## src/rtl/fetch_seq_if.sv

```systemverilog
// Fetch sequencer bus: PC register link, instruction-memory request/response,
// decode handoff, redirect and halt control.
interface fetch_seq_if;
  logic [31:0] pc;
  logic [31:0] pc_next;
  logic        imem_req_valid;
  logic        imem_req_ready;
  logic [31:0] imem_req_addr;
  logic        imem_rsp_valid;
  logic [31:0] imem_rsp_data;
  logic        inst_valid;
  logic        inst_ready;
  logic [31:0] inst;
  logic [31:0] inst_pc;
  logic        redirect_valid;
  logic [31:0] redirect_target;
  logic        halt;
  logic        trap;
  logic        halted;

  modport master (
    input  pc, imem_req_ready, imem_rsp_valid, imem_rsp_data, inst_ready,
           redirect_valid, redirect_target, halt,
    output pc_next, imem_req_valid, imem_req_addr, inst_valid, inst, inst_pc,
           trap, halted
  );

  modport slave (
    output pc, imem_req_ready, imem_rsp_valid, imem_rsp_data, inst_ready,
           redirect_valid, redirect_target, halt,
    input  pc_next, imem_req_valid, imem_req_addr, inst_valid, inst, inst_pc,
           trap, halted
  );
endinterface

```

## src/rtl/fetch_seq.sv

```systemverilog
// Fetch sequencer: one outstanding instruction fetch at the current PC, hands words
// to decode, and applies branch/jump redirects with priority over sequential advance.
module fetch_seq #(
  parameter logic [31:0] RESET_VEC  = 32'h0000_0000,
  parameter logic [31:0] TRAP_VEC   = 32'h0000_0100,
  parameter int unsigned INSN_BYTES = 4
) (
  input logic         i_clk,
  input logic         i_rst,
  fetch_seq_if.master io_bus
);

  typedef enum logic [2:0] {StBoot, StReq, StRsp, StHold, StHalted} state_e;

  state_e      r_state, w_state_nxt;
  logic        r_drop, w_drop_nxt;
  logic        r_req_issued, w_req_issued_nxt;
  logic [31:0] r_inst, w_inst_nxt;
  logic [31:0] r_inst_pc, w_inst_pc_nxt;

  logic        w_redir;
  logic        w_misaligned;
  logic [31:0] w_redir_pc;
  logic [31:0] w_pc_next;
  logic        w_req_valid;
  logic        w_inst_valid;
  logic        w_trap;
  logic        w_halted;

  always_ff @(posedge i_clk or posedge i_rst) begin
    if (i_rst) begin
      r_state      <= StBoot;
      r_drop       <= 1'b0;
      r_req_issued <= 1'b0;
      r_inst       <= 32'h0;
      r_inst_pc    <= 32'h0;
    end else begin
      r_state      <= w_state_nxt;
      r_drop       <= w_drop_nxt;
      r_req_issued <= w_req_issued_nxt;
      r_inst       <= w_inst_nxt;
      r_inst_pc    <= w_inst_pc_nxt;
    end
  end

  assign w_redir      = io_bus.redirect_valid && (r_state != StBoot);
  assign w_misaligned = io_bus.redirect_target[1:0] != 2'b00;
  assign w_redir_pc   = w_misaligned ? TRAP_VEC : io_bus.redirect_target;

  always_comb begin
    w_state_nxt      = r_state;
    w_drop_nxt       = r_drop;
    w_req_issued_nxt = 1'b0;
    w_inst_nxt       = r_inst;
    w_inst_pc_nxt    = r_inst_pc;
    w_pc_next        = io_bus.pc;
    w_req_valid      = 1'b0;
    w_inst_valid     = 1'b0;
    w_trap           = 1'b0;
    w_halted         = 1'b0;

    unique case (r_state)
      StBoot: begin
        w_pc_next   = RESET_VEC;
        w_state_nxt = StReq;
      end
      StReq: begin
        // halt only suppresses a request that has not been presented yet
        w_req_valid = r_req_issued || !io_bus.halt;
        if (!w_req_valid) begin
          w_state_nxt = StHalted;
        end else if (io_bus.imem_req_ready) begin
          w_state_nxt = StRsp;
          w_drop_nxt  = w_redir;
        end else begin
          w_req_issued_nxt = 1'b1;
        end
      end
      StRsp: begin
        if (io_bus.imem_rsp_valid) begin
          if (r_drop || w_redir) begin
            w_state_nxt = StReq;
            w_drop_nxt  = 1'b0;
          end else begin
            w_inst_nxt    = io_bus.imem_rsp_data;
            w_inst_pc_nxt = io_bus.pc;
            w_state_nxt   = StHold;
          end
        end else if (w_redir) begin
          w_drop_nxt = 1'b1;
        end
      end
      StHold: begin
        w_inst_valid = 1'b1;
        if (w_redir) begin
          w_state_nxt = StReq;
        end else if (io_bus.inst_ready) begin
          w_pc_next   = io_bus.pc + 32'(INSN_BYTES);
          w_state_nxt = io_bus.halt ? StHalted : StReq;
        end
      end
      StHalted: begin
        w_halted = 1'b1;
        if (!io_bus.halt && !w_redir) begin
          w_state_nxt = StReq;
        end
      end
      default: w_state_nxt = StBoot;
    endcase

    if (w_redir) begin
      w_pc_next = w_redir_pc;
      w_trap    = w_misaligned;
    end
  end

  assign io_bus.pc_next        = w_pc_next;
  assign io_bus.imem_req_valid = w_req_valid;
  assign io_bus.imem_req_addr  = io_bus.pc;
  assign io_bus.inst_valid     = w_inst_valid;
  assign io_bus.inst           = r_inst;
  assign io_bus.inst_pc        = r_inst_pc;
  assign io_bus.trap           = w_trap;
  assign io_bus.halted         = w_halted;

endmodule

```

## src/flat_wrapper.sv

```systemverilog
// flat-port wrapper written by rule: the top's interface ports become plain ports
module fetch_seq_flat 
#(
  parameter logic [31:0] RESET_VEC  = 32'h0000_0000,
  parameter logic [31:0] TRAP_VEC   = 32'h0000_0100,
  parameter int unsigned INSN_BYTES = 4
)
  (i_clk, i_rst, io_bus_pc, io_bus_imem_req_ready, io_bus_imem_rsp_valid, io_bus_imem_rsp_data, io_bus_inst_ready, io_bus_redirect_valid, io_bus_redirect_target, io_bus_halt, io_bus_pc_next, io_bus_imem_req_valid, io_bus_imem_req_addr, io_bus_inst_valid, io_bus_inst, io_bus_inst_pc, io_bus_trap, io_bus_halted);
  fetch_seq_if io_bus_i ();
  input logic i_clk;
  input logic i_rst;
  input wire logic [$bits(io_bus_i.pc)-1:0] io_bus_pc;
  input wire logic [$bits(io_bus_i.imem_req_ready)-1:0] io_bus_imem_req_ready;
  input wire logic [$bits(io_bus_i.imem_rsp_valid)-1:0] io_bus_imem_rsp_valid;
  input wire logic [$bits(io_bus_i.imem_rsp_data)-1:0] io_bus_imem_rsp_data;
  input wire logic [$bits(io_bus_i.inst_ready)-1:0] io_bus_inst_ready;
  input wire logic [$bits(io_bus_i.redirect_valid)-1:0] io_bus_redirect_valid;
  input wire logic [$bits(io_bus_i.redirect_target)-1:0] io_bus_redirect_target;
  input wire logic [$bits(io_bus_i.halt)-1:0] io_bus_halt;
  output wire logic [$bits(io_bus_i.pc_next)-1:0] io_bus_pc_next;
  output wire logic [$bits(io_bus_i.imem_req_valid)-1:0] io_bus_imem_req_valid;
  output wire logic [$bits(io_bus_i.imem_req_addr)-1:0] io_bus_imem_req_addr;
  output wire logic [$bits(io_bus_i.inst_valid)-1:0] io_bus_inst_valid;
  output wire logic [$bits(io_bus_i.inst)-1:0] io_bus_inst;
  output wire logic [$bits(io_bus_i.inst_pc)-1:0] io_bus_inst_pc;
  output wire logic [$bits(io_bus_i.trap)-1:0] io_bus_trap;
  output wire logic [$bits(io_bus_i.halted)-1:0] io_bus_halted;
  assign io_bus_i.pc = io_bus_pc;
  assign io_bus_i.imem_req_ready = io_bus_imem_req_ready;
  assign io_bus_i.imem_rsp_valid = io_bus_imem_rsp_valid;
  assign io_bus_i.imem_rsp_data = io_bus_imem_rsp_data;
  assign io_bus_i.inst_ready = io_bus_inst_ready;
  assign io_bus_i.redirect_valid = io_bus_redirect_valid;
  assign io_bus_i.redirect_target = io_bus_redirect_target;
  assign io_bus_i.halt = io_bus_halt;
  assign io_bus_pc_next = io_bus_i.pc_next;
  assign io_bus_imem_req_valid = io_bus_i.imem_req_valid;
  assign io_bus_imem_req_addr = io_bus_i.imem_req_addr;
  assign io_bus_inst_valid = io_bus_i.inst_valid;
  assign io_bus_inst = io_bus_i.inst;
  assign io_bus_inst_pc = io_bus_i.inst_pc;
  assign io_bus_trap = io_bus_i.trap;
  assign io_bus_halted = io_bus_i.halted;
  fetch_seq #(.RESET_VEC(RESET_VEC), .TRAP_VEC(TRAP_VEC), .INSN_BYTES(INSN_BYTES)) u_core (.i_clk(i_clk), .i_rst(i_rst), .io_bus(io_bus_i));
endmodule
```

## config.mk

```make
export PLATFORM = sky130hd
export DESIGN_NAME = fetch_seq_flat
export DESIGN_NICKNAME = d
export VERILOG_FILES = /design/src/rtl/fetch_seq_if.sv /design/src/rtl/fetch_seq.sv /design/src/flat_wrapper.sv
export SDC_FILE = /design/constraint.sdc
export NUM_CORES = 1
export LEC_CHECK = 0
export CELL_PAD_IN_SITES_DETAIL_PLACEMENT = 1
export CELL_PAD_IN_SITES_GLOBAL_PLACEMENT = 1
export CORE_ASPECT_RATIO = 0.8
export CORE_UTILIZATION = 28
export CTS_CLUSTER_SIZE = 28
export DETAILED_ROUTE_END_ITERATION = 6
export PLACE_DENSITY_LB_ADDON = 0.1
export SLEW_MARGIN = 25
export SYNTH_ARGS = -nofsm -noshare
export SYNTH_HDL_FRONTEND = slang
export SYNTH_SLANG_ARGS = --single-unit
```

## constraint.sdc

```tcl
create_clock -name i_clk -period 2.5 [get_ports i_clk]
set_input_delay 0.375 -clock i_clk [delete_from_list [all_inputs] [get_ports i_clk]]
set_output_delay 0.375 -clock i_clk [all_outputs]
set_load 0.02 [all_outputs]
```

==> reports/metrics.yaml <==
detailed_routing:
  wl_met2_um: 9400
  vias: 4579
  m1WireLength_um: 7970
  dr.pass1.iters: 4
  vias_per_cell: 5.04
  drt_iter0_markers: 185
  dr_wl_met3_um: 1530
  wire_per_inst_um: 21.1
  ant_nets: 0
  dr.max_layer_used: "met4"
  drc: 0
  wirelength_um: 19200
pwr:
  power.density_nw_per_um2: 918
  p_comb_share_pct: 56.0
  vdd_drop_max_mv: 0.535
  seq_power_share_pct: 25.1
  pwr-share-clk_pct: 18.8
  p_leak_uw: 0.00383
  power_switching_share_pct: 38.1
  p_sw_uw: 2850
  internal-power_uw: 4630
global_routing:
  grt_pass1_vias: 5027
  gr-total-overflow: 0
  grt_pass1_wl_um: 28300
  grt_usage_pct: 25.8
  grt_max_degree: 45
  antenna_found_initial: 0
synthesis:
  synth-compound-area-share_pct: 12.8
  synth.avg_cell_area_um2: 10.0
  ys_ff_latch: 69
  yosysUniqueCellTypes: 47
  yosys_warnings: 0
  synth_mux_area_share_pct: 16.5
  syn-instance-count: 405
  seq_area_frac_synth_pct: 42.5
  synth_xor_xnor_area_share_pct: 0
  synth-simple-area-share_pct: 18.7
  synth_area_um2: 4070
  synth_top_family_by_area: "simple AND/OR/NAND/NOR gates"
  synth_nets: 509
  synth_fa_ha_area_share_pct: 0.308
worst_setup_path:
  setup.worst_path.start_class: "register"
  path_cells: "nand4b_4 -> or4_4 -> buf_8 -> o311ai_4 -> o41ai_2 -> a22o_1 -> buf_6"
  cp.arrival_ns: 2.42
  slowest_stage: "or4_4"
  required_ns: 2.12
  endpoint_kind: "output port"
  r2r_slack_ns: 0.32
  path_class: "reg2out"
  slowest_delay_ns: 0.55
  crit_fanout: 5
timing:
  setup_viol: 24
  hold_violations: 0
  slew_headroom_pct: 61.9
  drv_slew: 0
  fin_crit_sh_pct: 112
  min_period_ns: 2.80
  finalWorstSetupSlack_ns: -0.298
  skew_ns: 0.00597
  rsz0062_at_grt: "yes"
  finalSetupTns_ns: -3.40
  max_freq_mhz: 357
  tightestPinTransition_ns: 0.571
min_path:
  hold_class: "in2async"
run_status:
  status: "finished with violations"
  violations: "setup timing"
placement:
  post-place-cells: 861
  post-dp-hpwl_um: 13400
  post_dp_cell_area_um2: 7060
  gp_congestion: 0.860
  io_buffers: 234
  pre_cts_slack_ns: -0.865
cts:
  clkLatencyLatePin_ns: 0.35
  htree_levels: 3
  numCtsBuffers: 9
  cts_buffer_depth: 2
  cts_tree: "built"
  cts.sinks: 69
  cts-root-buf: "clkbuf_16"
  clkTransAtPathRegs_ns: 0.06
layout:
  final_common_cell: "clkdlybuf4s50_1"
  antenna_cells: 0
  instances_no_fill: 909
  fin_area_um2: 8150
  layout-drive-gt1-share_pct: 40.9
  syn_to_final_growth_pct: 100
  final_nets: 828
  utilization_pct: 58.7
  layout_common_cells: "174 x clkdlybuf4s50_1, 108 x buf_4, 66 x dfrtp_1"
floorplan:
  core_area_um2: 13900
  io_pins: 235
  dieArea_um2: 15000
  die_x_um: 137
  die_y_um: 110
  start_util_pct: 29.3
  rows: 38
run:
  cap_violations: 0
==> worst paths after layout <==
kind	startpoint	endpoint	depth (start not counted)
setup / recovery	u_core.r_state[2]	io_bus_pc_next[15]	7
hold / removal	i_rst	u_core.io_bus.inst_pc[10]	3
setup reg to reg	u_core.r_state[2]	u_core.io_bus.inst[28]	7
hold reg to reg	u_core.io_bus.inst_pc[28]	u_core.io_bus.inst_pc[28]	2
max in group asynchronous	i_rst	u_core.io_bus.inst_pc[8]	3
min in group i_clk	io_bus_pc[27]	u_core.io_bus.inst_pc[27]	3
==> power by group through the flow <==
stage	Sequential (µW)	Combinational, µW	Clock (µW)
final	1880	4190	1410
after global routing	1930	4410	1490
after CTS	1870	4050	1440
after detailed placement	1880	3750	0
after global placement	1840	3690	0
after floorplan	2400	1240	0
==> per-stage QoR <==
| step | hold slack (ns) | total power (µW) |
|---|---|---|
| after floorplan | 0.441 | 3640 |
| after global placement | 0.465 | 5530 |
| after detailed placement | 0.484 | 5630 |
| after CTS | 0.443 | 7370 |
| after global routing | 0.454 | 7830 |
| final | 0.442 | 7480 |
==> synth_stat cells (all sizes together) <==
cell    count  area share, %
o311ai     12            2.8
nand3      26            3.3
nor3        5           0.62
a22o        8            1.7
a22oi       2           0.37
nor4        7            1.4
nor3b       1           0.18
o211a       1           0.25
a21boi      1           0.18
clkbuf     11            1.0
nand4b      1           0.58
a221o       1           0.25
and2        3           0.46
o31ai       1           0.18
or2         3           0.46
or4         7            1.3
nand2b      1           0.15
o211ai     12            2.2
o21a        1           0.18
dfrtp      69             42
buf        40            7.0
ha          1           0.31
a31oi       1           0.15
or3         5           0.77
a211o       2           0.43
nor2       10           0.92
nand4       9            1.4
inv        13            1.2
nand2      50            4.6
o21ai      16            2.0
mux2       57             16
nor2b       4           0.62
and4        2           0.43
o41ai       6            1.3
and3        7            1.1
a21o        1           0.18
a221oi      1           0.22
mux2i       3           0.74
a211oi      1           0.18
nor4b       1           0.22
and4b       1           0.25
a311oi      1           0.22
==> kinds of logic (layout without fill, tap and decap cells) <==
group | after synthesis | count (layout)
AND/OR/NAND/NOR | 143 | 143
flip-flops | 69 | 69
AO/OA/AOI/OAI | 68 | 68
buffers and inverters | 64 | 388
multiplexers | 60 | 60
adder cells (fa/ha/maj) | 1 | 1
==> critical path, delay by kind of cell, from the launching register on <==
family | cells | cell delay, ns
AO/OA/AOI/OAI | 3 | 0.60
buffers and inverters | 2 | 0.31
flip-flops | 1 | 0.43
AND/OR/NAND/NOR | 2 | 0.73
==> area by class of cell <==
type	count	area (µm²)
Clock buffer	9	225
Tap cell	180	225
Timing Repair Buffer	359	3400
Inverter	13	48.8
Sequential cell	69	1730
Clock inverter	7	97.6
Multi-Input combinational cell	272	2420
Fill cell	1471	5740
==> registers in the layout, summed over array words and instances (netlist names) <==
register               cells
u_core.r_drop              1
u_core.r_state             3
u_core.io_bus.inst_pc     32
u_core.io_bus.inst        32
u_core.r_req_issued        1
==> per-layer routing <==
layer | up-vias | GRT usage (%)
met5 | - | 0
met4 | 0 | 8.97
met3 | 22 | 8.07
met2 | 165 | 43.7
met1 | 2285 | 30.8
li1 | 2107 | -
==> timing repair <==
action,in CTS,in global routing
resized for setup,266,56
cloned,1,0
pin swaps,32,29
setup buffers,25,7
setup endpoints to repair,34,29
hold buffers,0,0
Note: power is estimated with default switching activity, not from simulation.
